## src/rtl/rf_wb_arbiter_if.sv

```systemverilog
// Writeback request bundle: NUM_REQ packed valid/addr/data lanes with a one-hot ready return.
// master = requester side, slave = arbiter side.
interface rf_wb_arbiter_if #(
    parameter int unsigned ADDR_WIDTH = 5,
    parameter int unsigned WORD_WIDTH = 32,
    parameter int unsigned NUM_REQ    = 3
);
    logic [NUM_REQ-1:0]            req_valid;
    logic [NUM_REQ*ADDR_WIDTH-1:0] req_addr;
    logic [NUM_REQ*WORD_WIDTH-1:0] req_data;
    logic [NUM_REQ-1:0]            req_ready;

    modport master (
        output req_valid,
        output req_addr,
        output req_data,
        input  req_ready
    );

    modport slave (
        input  req_valid,
        input  req_addr,
        input  req_data,
        output req_ready
    );
endinterface

```

## src/rtl/rf_wb_arbiter.sv

```systemverilog
// Register-file write-port owner: clears all registers after reset, then round-robin
// arbitrates writeback requesters into one registered write per cycle, dropping writes to x0.
module rf_wb_arbiter #(
    parameter int unsigned ADDR_WIDTH = 5,
    parameter int unsigned WORD_WIDTH = 32,
    parameter int unsigned NUM_REQ    = 3
) (
    input  logic                  clk,
    input  logic                  rst,
    rf_wb_arbiter_if.slave        req_if,
    output logic                  rf_regWrite,
    output logic [ADDR_WIDTH-1:0] rf_write_addr,
    output logic [WORD_WIDTH-1:0] rf_data_in,
    output logic                  init_done
);
    localparam int unsigned PtrW = (NUM_REQ > 1) ? $clog2(NUM_REQ) : 1;
    localparam logic [ADDR_WIDTH-1:0] LastAddr = {ADDR_WIDTH{1'b1}};

    typedef enum logic {StClear, StRun} state_e;

    state_e                  state_q, state_d;
    logic [ADDR_WIDTH-1:0]   clr_cnt_q, clr_cnt_d;
    logic [PtrW-1:0]         rr_ptr_q, rr_ptr_d;
    logic                    we_q, we_d;
    logic [ADDR_WIDTH-1:0]   addr_q, addr_d;
    logic [WORD_WIDTH-1:0]   data_q, data_d;
    logic                    done_q, done_d;

    logic [NUM_REQ-1:0]      grant;
    logic                    grant_vld;
    logic [PtrW-1:0]         grant_idx;
    logic [PtrW-1:0]         cand;
    logic [ADDR_WIDTH-1:0]   sel_addr;
    logic [WORD_WIDTH-1:0]   sel_data;

    // Search starts just after the last winner; ready is gated by rst so nothing is granted in reset.
    always_comb begin
        grant     = '0;
        grant_vld = 1'b0;
        grant_idx = '0;
        cand      = '0;
        if (state_q == StRun && !rst) begin
            for (int unsigned k = 1; k <= NUM_REQ; k++) begin
                cand = PtrW'((32'(rr_ptr_q) + k) % NUM_REQ);
                if (!grant_vld && req_if.req_valid[cand]) begin
                    grant_vld = 1'b1;
                    grant_idx = cand;
                end
            end
            if (grant_vld) grant[grant_idx] = 1'b1;
        end
    end

    assign sel_addr = req_if.req_addr[32'(grant_idx) * ADDR_WIDTH +: ADDR_WIDTH];
    assign sel_data = req_if.req_data[32'(grant_idx) * WORD_WIDTH +: WORD_WIDTH];

    always_comb begin
        state_d   = state_q;
        clr_cnt_d = clr_cnt_q;
        rr_ptr_d  = rr_ptr_q;
        we_d      = 1'b0;
        addr_d    = addr_q;
        data_d    = data_q;
        done_d    = done_q;
        unique case (state_q)
            StClear: begin
                we_d      = 1'b1;
                addr_d    = clr_cnt_q;
                data_d    = '0;
                clr_cnt_d = clr_cnt_q + 1'b1;
                if (clr_cnt_q == LastAddr) begin
                    state_d = StRun;
                    done_d  = 1'b1;
                end
            end
            StRun: begin
                if (grant_vld) begin
                    rr_ptr_d = grant_idx;
                    // x0 is hardwired zero: accept the request but suppress the write.
                    we_d     = (sel_addr != '0);
                    addr_d   = sel_addr;
                    data_d   = sel_data;
                end
            end
            default: state_d = StClear;
        endcase
    end

    always_ff @(posedge clk) begin
        if (rst) begin
            state_q   <= StClear;
            clr_cnt_q <= '0;
            rr_ptr_q  <= PtrW'(NUM_REQ - 1);
            we_q      <= 1'b0;
            addr_q    <= '0;
            data_q    <= '0;
            done_q    <= 1'b0;
        end else begin
            state_q   <= state_d;
            clr_cnt_q <= clr_cnt_d;
            rr_ptr_q  <= rr_ptr_d;
            we_q      <= we_d;
            addr_q    <= addr_d;
            data_q    <= data_d;
            done_q    <= done_d;
        end
    end

    assign req_if.req_ready = grant;
    assign rf_regWrite      = we_q;
    assign rf_write_addr    = addr_q;
    assign rf_data_in       = data_q;
    assign init_done        = done_q;
endmodule

```

## src/flat_wrapper.sv

```systemverilog
// flat-port wrapper written by rule: the top's interface ports become plain ports
module rf_wb_arbiter_flat 
#(
    parameter int unsigned ADDR_WIDTH = 5,
    parameter int unsigned WORD_WIDTH = 32,
    parameter int unsigned NUM_REQ    = 3
)
  (clk, rst, rf_regWrite, rf_write_addr, rf_data_in, init_done, req_if_req_valid, req_if_req_addr, req_if_req_data, req_if_req_ready);
  rf_wb_arbiter_if #(.ADDR_WIDTH(ADDR_WIDTH), .WORD_WIDTH(WORD_WIDTH), .NUM_REQ(NUM_REQ)) req_if_i ();
  input  logic clk;
  input  logic rst;
  output logic rf_regWrite;
  output logic [ADDR_WIDTH-1:0] rf_write_addr;
  output logic [WORD_WIDTH-1:0] rf_data_in;
  output logic init_done;
  input wire logic [$bits(req_if_i.req_valid)-1:0] req_if_req_valid;
  input wire logic [$bits(req_if_i.req_addr)-1:0] req_if_req_addr;
  input wire logic [$bits(req_if_i.req_data)-1:0] req_if_req_data;
  output wire logic [$bits(req_if_i.req_ready)-1:0] req_if_req_ready;
  assign req_if_i.req_valid = req_if_req_valid;
  assign req_if_i.req_addr = req_if_req_addr;
  assign req_if_i.req_data = req_if_req_data;
  assign req_if_req_ready = req_if_i.req_ready;
  rf_wb_arbiter #(.ADDR_WIDTH(ADDR_WIDTH), .WORD_WIDTH(WORD_WIDTH), .NUM_REQ(NUM_REQ)) u_core (.clk(clk), .rst(rst), .req_if(req_if_i), .rf_regWrite(rf_regWrite), .rf_write_addr(rf_write_addr), .rf_data_in(rf_data_in), .init_done(init_done));
endmodule
```

## config.mk

```make
export PLATFORM = sky130hd
export DESIGN_NAME = rf_wb_arbiter_flat
export DESIGN_NICKNAME = d
export VERILOG_FILES = /design/src/rtl/rf_wb_arbiter_if.sv /design/src/rtl/rf_wb_arbiter.sv /design/src/flat_wrapper.sv
export SDC_FILE = /design/constraint.sdc
export NUM_CORES = 1
export LEC_CHECK = 0
export ABC_CLOCK_PERIOD_IN_PS = 5400
export BUFFER_PORTS_ARGS = -buffer_cell sky130_fd_sc_hd__clkbuf_2
export CORE_ASPECT_RATIO = 0.9
export CORE_MARGIN = 3
export CORE_UTILIZATION = 47
export DETAILED_ROUTE_END_ITERATION = 6
export GPL_ROUTABILITY_DRIVEN = 1
export GPL_TIMING_DRIVEN = 0
export PLACE_DENSITY = 0.92
export SLEW_MARGIN = 20
export SYNTH_ARGS = -nofsm -noshare
export SYNTH_HDL_FRONTEND = slang
export SYNTH_SLANG_ARGS = --single-unit
```

## constraint.sdc

```tcl
create_clock -name clk -period 5.4 [get_ports clk]
set_input_delay 1.08 -clock clk [delete_from_list [all_inputs] [get_ports clk]]
set_output_delay 1.08 -clock clk [all_outputs]
set_load 0.03 [all_outputs]
```

Yosys cells after proc, flatten, opt, wreduce, memory -nomap -nowiden
Index checks and enable logic that the tools add are counted.
- flip-flop bits (word level): 47
- input port bits: 116
- $add $sub $neg: 4
- multiply operators: 1
- divide/modulo/power cells: 3
- $lt $le $gt $ge: 5
- equality and inequality tests: 2
- shifts and indexed selects: 2
- mux-type cells: 30
- bitwise operators: 1
- reduce and logical (&&, ||, !) cells: 10
- operator list (kind ; count):
    $mod 32x2->32 const B ; 3
    $shiftx 96x8->32 ; 1
    $pmux 32 s2 ; 1
    $mux 32 ; 1
    $shiftx 15x6->5 ; 1
    $mux 1 ; 14
    $lt 2x3->1 const B ; 4
    $mux 2 ; 5
    $pmux 5 s2 ; 1
    $add 2x2->3 const B ; 2
    $bmux 1 s2 ; 3
    $mux 3 ; 2
    $add 5x1->5 const B ; 1
    $eq 5x5->1 const B ; 1
    $mul 2x3->5 const B ; 1
    $mux 5 ; 1
    $reduce_bool 5->1 ; 1
    $logic_and 1x1->1 ; 4
    $reduce_and 2->1 ; 2
    $add 2x1->3 const B ; 1
    $logic_not 1->1 ; 3
    $demux 1 s2 ; 1
    $ge 2x1->1 const B ; 1
    $ne 2x2->1 const B ; 1
    other kinds (2) ; 2

Logic depth before layout (Yosys ltp)
- depth after elaboration: 20
- depth in mapped cells: 12
- gate-level depth less buffers: 10

Worst setup path after synthesis
Ideal clock, no wire load.
- path type: input to output
- start: in req_if_req_valid[1]
- end: out req_if_req_ready[0]
- data arrival time: 2.904 ns
- required time: 4.320 ns
- slack: 1.416 ns
- cell stages on the path: 7
- buffers on the path: 2
- path through: buf_2 mux2i_1 mux2i_1 a21oi_1 and2_1 clkbuf_1 nor4_1
- word-level cells in the longest chain between the ends: 18
- elaborated cells on any way between the ends: 27
- those cells by class: 2 x order compare; 20 x mux; 5 x reduce/logical
- RTL lines (item ; line ; text):
    start: declaration ; flat_wrapper.sv:16 ; input wire logic [$bits(req_if_i.req_valid)-1:0] req_if_req_valid;
    $bmux 1 s2 ; rf_wb_arbiter.sv:45 ; if (!grant_vld && req_if.req_valid[cand]) begin
    $mux 1 (not written as such) ; rf_wb_arbiter.sv:45 ;
    $mux 1 ; rf_wb_arbiter.sv:45 ;
    $mux 1 ; rf_wb_arbiter.sv:42 ; if (state_q == StRun && !rst) begin
    $logic_not 1->1 ; rf_wb_arbiter.sv:45 ;
    $logic_and 1x1->1 ; rf_wb_arbiter.sv:45 ;
    $mux 1 ; rf_wb_arbiter.sv:45 ;
    $mux 1 ; rf_wb_arbiter.sv:42 ;
    [... 2 more ...] ; n/a ;
    $mux 2 ; rf_wb_arbiter.sv:45 ;
    $mux 2 ; rf_wb_arbiter.sv:42 ;
    $lt 2x3->1 (not written as such) / $ge 2x1->1 (equally long branches) ; rf_wb_arbiter.sv:50 ; if (grant_vld) grant[grant_idx] = 1'b1;
    $logic_and 1x1->1 (not written as such) ; rf_wb_arbiter.sv:50 ;
    $mux 1 (not written as such) ; rf_wb_arbiter.sv:50 ;
    $demux 1 s2 ; n/a ;
    $mux 3 (*) ; rf_wb_arbiter.sv:50 ;
    $mux 3 (*) ; rf_wb_arbiter.sv:42 ;
    end: declaration ; flat_wrapper.sv:19 ; output wire logic [$bits(req_if_i.req_ready)-1:0] req_if_req_ready;
Every way passes the cells marked *; elsewhere a longest branch is shown, timed or not. The select of a mux whose other input is x is not followed.

Final worst setup path
- start: in req_if_req_valid[1]
- end: out req_if_req_ready[1]
Same word-level chain as after synthesis.

==> results.md <==
* Status: completed
* Reg-to-Reg Start: u_core.rr_ptr_q[0]
* Worst vdd ir at 0.163 mV
* Total vias in the final route at 2998
* Die Area at 6550 µm²
* Leak at 0.00174 µW
* Syn Area/Cell at 8.97 µm²
* Worst-Skew Late Latency at 0.29 ns
* Antenna diode count at 0
* Core Rows at 25
* Reg2Reg Depth at 12
* Detailed Route WL at 8.04 mm
* Worst Hold End: u_core.rf_data_in[29]
* Final global-route overflow total at 0
* Share of layout cells above drive strength 1 at 44.5%
* Max H-tree Level at 2
* HP Start: u_core.rf_data_in[29]
* DRT antenna net count at 0
* Hold-fix buffers at CTS at 0
* Pwr/cell area at 184 nW/µm²
* Arrival time worst endpoint at 3.41 ns
* # DRC at 0
* Worst Path Class, Setup: in2out
* Switch Pwr at 156 µW
* Min-Delay Path Depth at 2
* GP Congestion at 0.935
* Seq/Total Area, Yosys at 35.7%
* TritonCTS Buffers at 5
* Slowest Stage Delay on Critical Path at 0.54 ns
* Flop and latch count out of synthesis at 47
* Setup violators final at 0
* NumNets Final at 579
* Syn nets at 416
* Fillers at 447
* Synth area leaders: dfxtp_1 (36%), mux2_2 (12%), a222oi_1 (12%)
* Logic gate share of total power at 13.8%
* CP delay by family, top: buffers and inverters
* Vias in the first global route at 2765
* Worst slew pin tran at 0.562 ns
* Chip width at 85.0 µm
* Leading area contributor after synthesis: dfxtp_1
* Top cell types by occurrence after synthesis: nor2_1 (48), dfxtp_1 (47), a222oi_1 (31)
* Clock Pin Slew Worst Setup and Hold Paths at 0.08 ns
* Initial Utilization at 49.3%
* Reg2Reg Setup Slack at 2.24 ns
* CORE AREA at 5350 µm²
* Fin cells at 525
* CP endpoint kind: primary output
* Total Routing Usage GR at 22.9%
* IO Count at 158
* FMAX at 223 MHz
* DR iter-0 viols at 255
* Final worst-path cycle share at 83.1%
* Placed wire-length estimate at 6.37 mm
* Count of cell types in the netlist at 49
* Vias per cell at 5.71
* Largest net degree at the start of global routing at 15
* Post-CTS Setup Bufs at 0
* Cells after Synth at 294
* Fin. max-slew vios at 0
* Slew margin rel. at 62.2%
* CTS Sinks at 47
* Final hold violations at 0
* CP Cell Sequence: buf_2 -> mux2i_1 -> mux2i_1 -> a21oi_1 -> and2_1 -> clkbuf_1 -> nor3_1 -> buf_2 -> nand3_1 -> inv_1 -> clkbuf_2
* Setup TNS at 0 ns
* Sw frac at 23.6%
* Yosys warning total at 0
* Asr flop ratio synth at 0%
* Layout area overhead at 36.4%
* Clock tree buffer depth at 2
* Global-route wire length before repair at 12.5 mm
* Clock share of power at 32.9%
* DIE HEIGHT at 77.1 µm
* Buf/Inv on CP at 5
* Yosys top cell area share at 35.7%
* WP data required at 4.32 ns
* Pint at 505 µW
* Tmin final at 4.49 ns
* Most frequent cell after synthesis: nor2_1
* DR pass1 iterations at 7
* Number of I/O port buffers at 156
* Max Fanout on Critical Path at 10
* Hold crit path type: reg2reg
* Post-Syn Area at 2640 µm²
* RSZ-0062 raised after global routing: no
* Placed cells at 517
* Root Driver: clkbuf_8
* Clk_skew at 0.00814 ns
* Post-CTS sizing at 0
* Seq pwr share at 53.3%
* Crit path launch type: input port
* Reg-to-Reg End: u_core.rf_data_in[7]
* Ys flop type: dfxtp_1
* Post-synth EDFFs at 0
* CTS tree: done
* Initial antenna violation count at 0
* Max-cap violations at 0
* Slowest cell on crit path: nor3_1
* DR WL/cell at 15.3 µm
layout make-up:
cell class / instances / area [µm²] / area share (%)
Sequential cell: 47 / 941 / 26.2
Buffer: 24 / 116 / 3.23
Inverter: 10 / 37.5 / 1.04
Multi-Input combinational cell: 213 / 1540 / 42.9
Clock inverter: 1 / 8.76 / 0.243
Clock buffer: 7 / 86.3 / 2.40
Timing Repair Buffer: 156 / 781 / 21.7
Tap cell: 67 / 83.8 / 2.33
state kept, by name (all words and copies together), names as in the netlist:
register,flops
u_core.state_q,1
u_core.clr_cnt_q,5
u_core.init_done,1
u_core.rf_regWrite,1
u_core.rr_ptr_q,2
u_core.rf_data_in,32
u_core.rf_write_addr,5
cells by family after synthesis:
logic type / Yosys count / share of synthesized area (%)
adders and majority gates: 6 / 2.85
DFF: 47 / 35.7
AOI/OAI and AO/OA: 76 / 23.7
buffers and inverters: 34 / 5.83
xor gates and xnor gates: 3 / 0.996
and+or+nand+nor: 92 / 15.5
muxes: 36 / 15.4
cells in the final DEF, fill, tap and decap left out, types with 7 or more instances in the layout:
| cell | instances |
|---|---|
| clkbuf_1 | 13 |
| dfxtp_1 | 47 |
| mux2_2 | 28 |
| o21ai_0 | 7 |
| clkbuf_2 | 156 |
| a222oi_1 | 31 |
| nand2_1 | 16 |
| a21oi_1 | 13 |
| nor2_1 | 48 |
| inv_1 | 9 |
metal layers:
| metal | vias up | global-route usage (%) | part of all wire, % |
|---|---|---|---|
| met4 | 0 | 6.33 | 1.3 |
| met1 | 1377 | 27.3 | 40 |
| met5 | - | 0 | 0 |
| met3 | 17 | 4.19 | 7.2 |
| li1 | 1448 | - | - |
| met2 | 156 | 41.6 | 51 |
worst max path at each step:
stage,cells after the start,from,slack (ns),endpoint
6_report,11,req_if_req_valid[1],0.91,req_if_req_ready[1]
5_1_grt,13,u_core.rr_ptr_q[0],0.62,req_if_req_ready[1]
4_1_cts,13,u_core.rr_ptr_q[0],0.88,req_if_req_ready[1]
3_5_place_dp,11,req_if_req_valid[1],0.94,req_if_req_ready[1]
3_3_place_gp,11,req_if_req_valid[1],0.98,req_if_req_ready[1]
2_1_floorplan,7,req_if_req_valid[1],1.42,req_if_req_ready[0]
power groups by stage:
stage                     Sequential [µW]  Clock (µW)  Combinational (µW)
after floorplan                       364           0                36.0
after global placement                361           0                86.8
after detailed placement              361           0                89.7
after CTS                             353         225                90.7
after global routing                  353         239                99.8
final                                 353         218                90.9
per-stage QoR:
step                total power [µW]  utilization [%]  area, µm²  hold WS (ns)  setup slack [ns]
global route                     692             67.3       3600         0.489             0.617
floorplan                        400                -       2640         0.449              1.42
global placement                 447             65.5       3500         0.450             0.978
detailed placement               450             65.5       3500         0.466             0.939
finish                           661             67.3       3600         0.480             0.912
CTS                              668             67.3       3600         0.477             0.885
worst register-to-register path, cell delays in order (launching register included):
cell	delay, ns
dfxtp_1	0.36
inv_1	0.08
ha_1	0.31
buf_4	0.18
mux2i_1	0.14
mux2i_1	0.25
a21oi_1	0.10
and2_1	0.18
clkbuf_1	0.23
nor3_1	0.54
clkbuf_1	0.44
a222oi_1	0.17
nor2_1	0.13
Power figures use the tool's default switching activity.
